File: config.mk
export PLATFORM = sky130hd
export DESIGN_NAME = button_conditioner
export DESIGN_NICKNAME = d
export VERILOG_FILES = /design/src/rtl/button_conditioner.sv
export SDC_FILE = /design/constraint.sdc
export NUM_CORES = 1
export LEC_CHECK = 0
export CORE_AREA = 2 2 39 41
export CTS_CLUSTER_DIAMETER = 150
export DETAILED_ROUTE_END_ITERATION = 16
export DIE_AREA = 0 0 41 43
export GPL_TIMING_DRIVEN = 1
export MAX_ROUTING_LAYER = met4
export PLACE_DENSITY_LB_ADDON = 0.2
export SLEW_MARGIN = 20
export SYNTH_ARGS = -nofsm -noshare
export SYNTH_HDL_FRONTEND = slang
export SYNTH_SLANG_ARGS = --single-unit
File: constraint.sdc
create_clock -name clk -period 1.5 [get_ports clk]
set_input_delay 0.225 -clock clk [delete_from_list [all_inputs] [get_ports clk]]
set_output_delay 0.225 -clock clk [all_outputs]
set_load 0.03 [all_outputs]
File: src/rtl/button_conditioner.sv
// rtl/button_conditioner.sv - two-channel push/pop button debouncer with one-cycle FIFO request pulses
module button_conditioner #(
    parameter int DEBOUNCE_CYCLES = 4
) (
    input  logic clk,
    input  logic reset,
    input  logic push_btn,
    input  logic pop_btn,
    output logic push_pulse,
    output logic pop_pulse,
    output logic push_held,
    output logic pop_held
);

    localparam int CW = (DEBOUNCE_CYCLES > 1) ? $clog2(DEBOUNCE_CYCLES) : 1;
    localparam logic [CW-1:0] CNT_LAST = CW'(DEBOUNCE_CYCLES - 1);

    typedef enum logic [1:0] {
        RELEASED    = 2'd0,
        PRESS_CHK   = 2'd1,
        HELD        = 2'd2,
        RELEASE_CHK = 2'd3
    } state_t;

    typedef struct packed {
        state_t          st;
        logic [CW-1:0]   cnt;
        logic            ev;
    } step_t;

    // Next-state decode shared by both channels; the counter is zero after any transition.
    function automatic step_t fsm_step(input state_t st, input logic [CW-1:0] cnt, input logic s);
        step_t r;
        r.st  = st;
        r.cnt = '0;
        r.ev  = 1'b0;
        case (st)
            RELEASED: begin
                if (s) r.st = PRESS_CHK;
            end
            PRESS_CHK: begin
                if (!s) begin
                    r.st = RELEASED;
                end else if (cnt == CNT_LAST) begin
                    r.st = HELD;
                    r.ev = 1'b1;
                end else begin
                    r.cnt = cnt + 1'b1;
                end
            end
            HELD: begin
                if (!s) r.st = RELEASE_CHK;
            end
            default: begin
                if (s) begin
                    r.st = HELD;
                end else if (cnt == CNT_LAST) begin
                    r.st = RELEASED;
                end else begin
                    r.cnt = cnt + 1'b1;
                end
            end
        endcase
        return r;
    endfunction

    logic [1:0]    r_push_sync;
    logic [1:0]    r_pop_sync;
    state_t        r_push_state;
    state_t        r_pop_state;
    logic [CW-1:0] r_push_cnt;
    logic [CW-1:0] r_pop_cnt;
    logic          r_pop_pending;
    logic          r_push_pulse;
    logic          r_pop_pulse;
    logic          r_push_held;
    logic          r_pop_held;

    step_t w_push_step;
    step_t w_pop_step;

    assign w_push_step = fsm_step(r_push_state, r_push_cnt, ~r_push_sync[1]);
    assign w_pop_step  = fsm_step(r_pop_state,  r_pop_cnt,  ~r_pop_sync[1]);

    // Push wins a same-edge collision; the pop is deferred one cycle via r_pop_pending.
    always_ff @(posedge clk or posedge reset) begin
        if (reset) begin
            r_push_sync   <= 2'b11;
            r_pop_sync    <= 2'b11;
            r_push_state  <= RELEASED;
            r_pop_state   <= RELEASED;
            r_push_cnt    <= '0;
            r_pop_cnt     <= '0;
            r_pop_pending <= 1'b0;
            r_push_pulse  <= 1'b0;
            r_pop_pulse   <= 1'b0;
            r_push_held   <= 1'b0;
            r_pop_held    <= 1'b0;
        end else begin
            r_push_sync   <= {r_push_sync[0], push_btn};
            r_pop_sync    <= {r_pop_sync[0], pop_btn};
            r_push_state  <= w_push_step.st;
            r_pop_state   <= w_pop_step.st;
            r_push_cnt    <= w_push_step.cnt;
            r_pop_cnt     <= w_pop_step.cnt;
            r_push_pulse  <= w_push_step.ev;
            r_pop_pulse   <= r_pop_pending | (w_pop_step.ev & ~w_push_step.ev);
            r_pop_pending <= w_pop_step.ev & w_push_step.ev;
            r_push_held   <= (w_push_step.st == HELD) || (w_push_step.st == RELEASE_CHK);
            r_pop_held    <= (w_pop_step.st == HELD) || (w_pop_step.st == RELEASE_CHK);
        end
    end

    assign push_pulse = r_push_pulse;
    assign pop_pulse  = r_pop_pulse;
    assign push_held  = r_push_held;
    assign pop_held   = r_pop_held;

endmodule

After elaboration in Yosys (flattened, before gate mapping)
Cells that the tools add are included.

Bits in registers: 17. Input port bits: 4. Output and inout port bits: 4. Logic and storage cells: 59.

$add $sub $neg: 2. Equal/unequal tests: 10. Mux-type cells: 26. Bitwise gates (word level): 4. Reductions and logical operators: 6.

Operators with widths (number): 2-bit 2-to-1 mux (16); 2-bit equality test (second input constant) (8); 2-bit case mux with 3 select lines (2); 2-bit case mux with 2 select lines (2); 3-bit 2-to-1 mux (2); 2-bit by 1-bit adder with 2-bit output (second input constant) (2); 2-bit by 1-bit equality test with 1-bit output (second input constant) (2); 2-bit logical NOT (2); 1-bit 2-to-1 mux (4); 2-bit OR reduction (2); 1-bit bitwise AND (2); 1-bit logical OR (2); 1-bit NOT (1); 1-bit OR (1).

Depth between registers and ports, before layout
Gate-level depths: netlist of run 1.

Word-level depth: 7. Gate-level depth with buffers: 3. Gate-level depth less buffers: 3.

Worst setup path after synthesis of run 1
Ideal clock, no wire load.

Path type: reg-to-reg. Start: reg r_push_state[1]. End: reg r_pop_pulse, in the netlist pop_pulse. Arrival time: 1002 ps. Data required time: 1380 ps. Slack: 378 ps. Stages on the path, launching flop included: 3. Path through: dfrtp_1 nand4bb_4 a41o_1.

Longest elaborated chain between the ends: 5.

Ends and longest elaborated chain: start, declared (RTL line 69) `state_t r_push_state;`; start signal, assigned (RTL line 102) `r_push_state <= w_push_step.st;`; 2-bit by 1-bit equality test with 1-bit output (RTL line 37) `case (st)`; 1-bit 2-to-1 mux (RTL line 37); 1-bit NOT (RTL line 107) `r_pop_pulse <= r_pop_pending | (w_pop_step.ev & ~w_push_step.ev);`; 1-bit bitwise AND (RTL line 107); 1-bit OR (RTL line 107); end signal, assigned (RTL line 107); end, declared (RTL line 75) `logic r_pop_pulse;`.

No other way between the ends.

Worst setup path after layout of run 1
Start: reg r_pop_held, in the netlist pop_held. End: out pop_held.

RTL lines: start, declared (RTL line 77) `logic r_pop_held;`; start signal, assigned (RTL line 110) `r_pop_held <= (w_pop_step.st == HELD) || (w_pop_step.st == RELEASE_CHK);`; end, declared (RTL line 12) `output logic pop_held`.

No word-level cell between the ends.

==> impl_metrics.py, run 1 <==
metrics = {
    "run_status": {
        "status": "completed",
    },
    "placement": {
        "place_ws_ns": 0.194,
        "dpl_cell_area_um2": 649,
        "place_inst": 64,
        "place.gp.congestion": 0.658,
        "portBuffers": 7,
        "dp_hpwl_um": 582,
    },
    "timing": {
        "timing.setup.tns_ns": 0,
        "worst_pin_slew_ns": 0.513,
        "fin_skew_ns": 0.00246,
        "hold_viol_final": 0,
        "finalCritPeriodShare_pct": 88.6,
        "fmax_mhz": 753,
        "layout_min_cycle_time_ns": 1.33,
        "setup_viol": 0,
        "drv_slew": 0,
        "setup_slack_ns": 0.171,
        "slew_headroom_pct": 65.7,
        "rsz0062_at_grt": "false",
    },
    "synth": {
        "syn_inst": 41,
        "synth.distinct_cells": 13,
        "yosysWarnings": 0,
        "ys_ff_latch": 15,
        "syn_nets": 47,
        "avgSynthCellArea_um2": 13.6,
        "ys_seq_area_share_pct": 68.0,
        "syn_area_um2": 559,
    },
    "clock_network": {
        "cts_setup_buffers": 0,
        "clk_path_buf_depth": 2,
        "ctsResizeCount": 4,
        "clock_sinks": 15,
        "numCtsBuffers": 3,
        "hold_buffers": 0,
        "root_buffer": "clkbuf_4",
        "clkTransAtPathRegs_ns": 0.08,
        "insertion_delay_ns": 0.28,
        "htree_levels": 1,
        "cts_tree": "built",
    },
    "floorplanning": {
        "core_um2": 1380,
        "pin_count": 8,
        "chipHeight_um": 43,
        "die_w_um": 41,
        "die_area_um2": 1760,
        "fp-row-count": 14,
        "initial_core_util_pct": 40.4,
    },
    "critical_path": {
        "path_cells": "dlygate4sd2_1",
        "cp_num_cells": 1,
        "r2r_start": "r_push_cnt[0]",
        "crit_start": "pop_held",
        "cp-end-kind": "primary output",
        "r2r_cells": 3,
        "slowest_delay_ns": 0.42,
        "critPathRequiredTime_ns": 1.27,
        "cp_slowest_cell": "dlygate4sd2_1",
        "crit_buf_inv": 1,
        "startpoint_type": "register",
        "r2r_slack_ns": 0.38,
        "cp-endpoint": "pop_held",
        "critical_path.top_delay_family": "buffers and inverters",
        "r2r_end": "pop_pulse",
        "critical_path_class": "register to primary output",
        "worstPathArrival_ns": 1.10,
        "cp_max_fo": 5,
    },
    "cells_and_area": {
        "syn_to_final_growth_pct": 19.9,
        "mostFrequentLayoutCell": "dfrtp_1",
        "most-common-layout-cells": "dfrtp_1 (11), inv_1 (8), dlygate4sd2_1 (4), dfstp_2 (4)",
        "final_area_um2": 671,
        "final_cells": 68,
        "final_layout_size_suffix_gt1_share_pct": 15.4,
        "num_antenna_cells": 0,
        "fin_nets": 59,
    },
    "drt": {
        "wl_met2_um": 422,
        "wl_per_cell_um": 10.9,
        "viasPerCell": 4.62,
        "finalWirelength_um": 739,
        "dr.pass1.iters": 1,
        "drc": 0,
        "top_layer_used": "met3",
        "via_count": 314,
        "ant_nets": 0,
        "met3_length_um": 28,
        "drt_iter0_markers": 0,
        "met1_length_um": 288,
    },
    "power_and_ir_drop": {
        "peakVddDrop_mv": 0.516,
        "powerDensity_nw_per_um2": 1600,
        "total_power_mw": 1.07,
        "leakagePower_nw": 0.357,
    },
    "global_routing": {
        "grt_pass1_vias": 319,
        "grt_max_degree": 16,
        "grt_pass1_wl_um": 1280,
        "globalRouteOverflowTotal": 0,
        "grt_usage_pct": 12.1,
        "antenna_found_initial": 0,
    },
    "flow_run": {
        "cap_violations": 0,
    },
    "hold_path": {
        "hp-class": "input pin to asynchronous set/reset pin",
    },
}
-- per-layer routing --
layer  vias to the layer above  track usage (%)
met5                         -                -
met4                         0             10.0
met3                         0             3.14
met2                         6             16.6
met1                       152             14.1
li1                        156                -
-- how the worst min path moves through the flow --
| stage | endpoint | startpoint | depth (start not counted) |
|---|---|---|---|
| finish | pop_held | reset | 2 |
| floorplan | pop_held | reset | 1 |
| global placement | r_pop_sync[1] | r_pop_sync[0] | 0 |
| detailed placement | r_push_sync[1] | r_push_sync[0] | 0 |
| global route | r_push_sync[0] | push_btn | 1 |
| CTS | r_push_state[1] | reset | 2 |
-- through the flow --
stage / utilization, % / hold slack [ns]
5_1_grt: 48.5 / 0.333
3_5_place_dp: 46.9 / 0.350
4_1_cts: 48.5 / 0.295
6_report: 48.5 / 0.282
2_1_floorplan: - / 0.124
3_3_place_gp: 46.9 / 0.348
-- flip-flops by register name, summed over array words and instances (netlist names), 2 cells and up --
name          flops
r_pop_sync        2
r_pop_cnt         2
r_push_sync       2
r_push_state      2
r_push_cnt        2
-- final cells by class --
class | instances | area (um2)
clock buffers | 4 | 26.3
fillers | 133 | 713
inverters | 8 | 30.0
multi-input cells | 18 | 149
flip-flops and latches | 15 | 380
well taps | 16 | 20.0
repair buffers | 7 | 65.1
-- cell usage after synthesis, drive strengths merged --
library cell / count / area, um2
a21oi: 2 / 10.0
a41o: 1 / 10.0
dfrtp: 11 / 275
dfstp: 4 / 105
ha: 2 / 25.0
inv: 8 / 30.0
mux2i: 2 / 20.0
nand2: 2 / 7.51
nand4bb: 1 / 27.5
nor2: 1 / 3.75
nor3: 3 / 15.0
nor4: 2 / 12.5
xor2: 2 / 17.5
-- kinds of logic (layout without fill, tap and decap cells) --
kind of cell             Yosys count  count (layout)  share of synthesized area [%]
AND/OR/NAND/NOR                    9               9                           11.9
buffers and inverters              8              19                           5.37
flip-flops                        15              15                           68.0
AO/OA/AOI/OAI                      3               3                           3.58
XOR/XNOR                           2               2                           3.13
multiplexers                       2               2                           3.58
adder cells (fa/ha/maj)            2               2                           4.47
-- power by group --
| part | internal [mW] | leakage, nW | switching [mW] |
|---|---|---|---|
| Sequential | 0.503 | 0.188 | 0.0820 |
| Clock | 0.103 | 0.0150 | 0.120 |
| Combinational | 0.107 | 0.154 | 0.154 |
| Total | 0.714 | 0.357 | 0.356 |
No activity file was read; power rests on OpenSTA's default activity.
==> run 2: changes to the inputs <==
==> constraint.sdc (replaced) <==
create_clock -name clk -period 1.5 [get_ports clk]
set_input_delay 0.225 -clock clk [delete_from_list [all_inputs] [get_ports clk]]
set_output_delay 0.225 -clock clk [all_outputs]
set_load 0.005 [all_outputs]
==> run 2 against run 1 <==
Sequential power about the same. Via count up 1.9%. Power down 3.1%. Utilization up 0.36 points. Critical path type unchanged.
==> impl_metrics.py, run 2 (same netlist as run 1, synthesis figures left out) <==
metrics = {
    "cells_and_area": {
        "most-common-layout-cells": "dfrtp_1 (11), inv_1 (8), clkdlybuf4s50_1 (7)",
        "syn_to_final_growth_pct": 20.8,
        "mostFrequentLayoutCell": "dfrtp_1",
        "final_cells": 68,
        "num_antenna_cells": 0,
        "fin_nets": 59,
        "final_util_pct": 48.8,
        "final_layout_size_suffix_gt1_share_pct": 15.4,
        "final_area_um2": 676,
    },
    "clock_network": {
        "hold_buffers": 0,
        "htree_levels": 1,
        "clock_sinks": 15,
        "clkTransAtPathRegs_ns": 0.08,
        "cts_tree": "built",
        "numCtsBuffers": 3,
        "insertion_delay_ns": 0.28,
        "root_buffer": "clkbuf_4",
        "cts_setup_buffers": 0,
        "ctsResizeCount": 0,
        "clk_path_buf_depth": 2,
    },
    "drt": {
        "ant_nets": 0,
        "wl_per_cell_um": 10.2,
        "via_count": 320,
        "drc": 0,
        "dr.pass1.iters": 4,
        "drt_iter0_markers": 8,
        "viasPerCell": 4.71,
        "finalWirelength_um": 693,
    },
    "critical_path": {
        "cp_slowest_cell": "clkdlybuf4s50_1",
        "cp-end-kind": "primary output",
        "crit_buf_inv": 1,
        "critical_path_class": "register to primary output",
        "r2r_start": "r_push_cnt[0]",
        "critical_path.top_delay_family": "buffers and inverters",
        "r2r_slack_ns": 0.39,
        "path_cells": "clkdlybuf4s50_1",
        "cp_max_fo": 5,
        "slowest_delay_ns": 0.52,
        "startpoint_type": "register",
        "worstPathArrival_ns": 1.22,
        "critPathRequiredTime_ns": 1.27,
        "crit_start": "pop_held",
    },
    "floorplanning": {
        "die_area_um2": 1760,
        "fp-row-count": 14,
        "chipHeight_um": 43,
        "die_w_um": 41,
        "initial_core_util_pct": 40.4,
        "pin_count": 8,
        "core_um2": 1380,
    },
    "power_and_ir_drop": {
        "combPwrFrac_pct": 22.1,
        "leakagePower_nw": 0.339,
        "total_power_mw": 1.04,
        "netSwitchingFraction_pct": 29.6,
        "powerDensity_nw_per_um2": 1530,
        "power.switching_mw": 0.307,
        "intPower_mw": 0.730,
        "seq_power_share_pct": 56.4,
        "p_clk_share_pct": 21.6,
        "peakVddDrop_mv": 0.520,
    },
    "global_routing": {
        "grt_pass1_wl_um": 1240,
        "grt_max_degree": 16,
        "globalRouteOverflowTotal": 0,
        "grt_pass1_vias": 308,
        "antenna_found_initial": 0,
        "grt_usage_pct": 11.4,
    },
    "timing": {
        "rsz0062_at_grt": "false",
        "timing.setup.tns_ns": 0,
        "hold_ws_ns": 0.278,
        "fmax_mhz": 692,
        "layout_min_cycle_time_ns": 1.44,
        "setup_viol": 0,
        "slew_headroom_pct": 64.7,
        "worst_pin_slew_ns": 0.529,
        "hold_viol_final": 0,
        "finalCritPeriodShare_pct": 96.3,
        "drv_slew": 0,
        "setup_slack_ns": 0.0552,
        "fin_skew_ns": 0.00106,
    },
    "placement": {
        "dp_hpwl_um": 546,
        "portBuffers": 7,
        "place_inst": 64,
        "place.gp.congestion": 0.660,
        "dpl_cell_area_um2": 649,
        "place_ws_ns": 0.358,
    },
    "flow_run": {
        "cap_violations": 0,
    },
    "hold_path": {
        "hp-class": "input pin to asynchronous set/reset pin",
    },
    "run_status": {
        "status": "completed",
    },
}
[run 2: cell count changes in the layout (fill, tap and decap cells not counted), sizes merged]
cell           before  now
clkdlybuf4s50       3    7
dlygate4sd2         4    0
[run 2: path summary, 6_finish.rpt]
kind,cells after the start,to
max in group asynchronous,2,r_pop_sync[1]
min reg2reg,0,r_pop_sync[1]
max reg2reg,3,pop_pulse
min,2,r_pop_pending
min in group clk,1,r_pop_sync[0]
max,1,pop_held
[run 2: final cells by class]
type | instances | area, um2
Timing Repair Buffer | 7 | 70.1
Sequential cell | 15 | 380
Multi-Input combinational cell | 18 | 149
Fill cell | 123 | 708
Clock buffer | 4 | 26.3
Inverter | 8 | 30.0
Tap cell | 16 | 20.0
[run 2: per-layer routing]
layer  global-route usage [%]  routed length, um  share of wire (%)
met2                     14.4                346                 50
met5                        -                  0                  0
met1                     15.4                300                 43
met4                     8.00                 11                1.6
met3                     3.14                 35                5.1
[run 2: power groups by stage]
| stage | clock network [mW] | logic, mW | registers [mW] |
|---|---|---|---|
| finish | 0.224 | 0.229 | 0.584 |
| global route | 0.253 | 0.265 | 0.601 |
| CTS | 0.229 | 0.236 | 0.586 |
| floorplan | 0 | 0.149 | 0.581 |
| detailed placement | 0 | 0.239 | 0.594 |
| global placement | 0 | 0.218 | 0.584 |
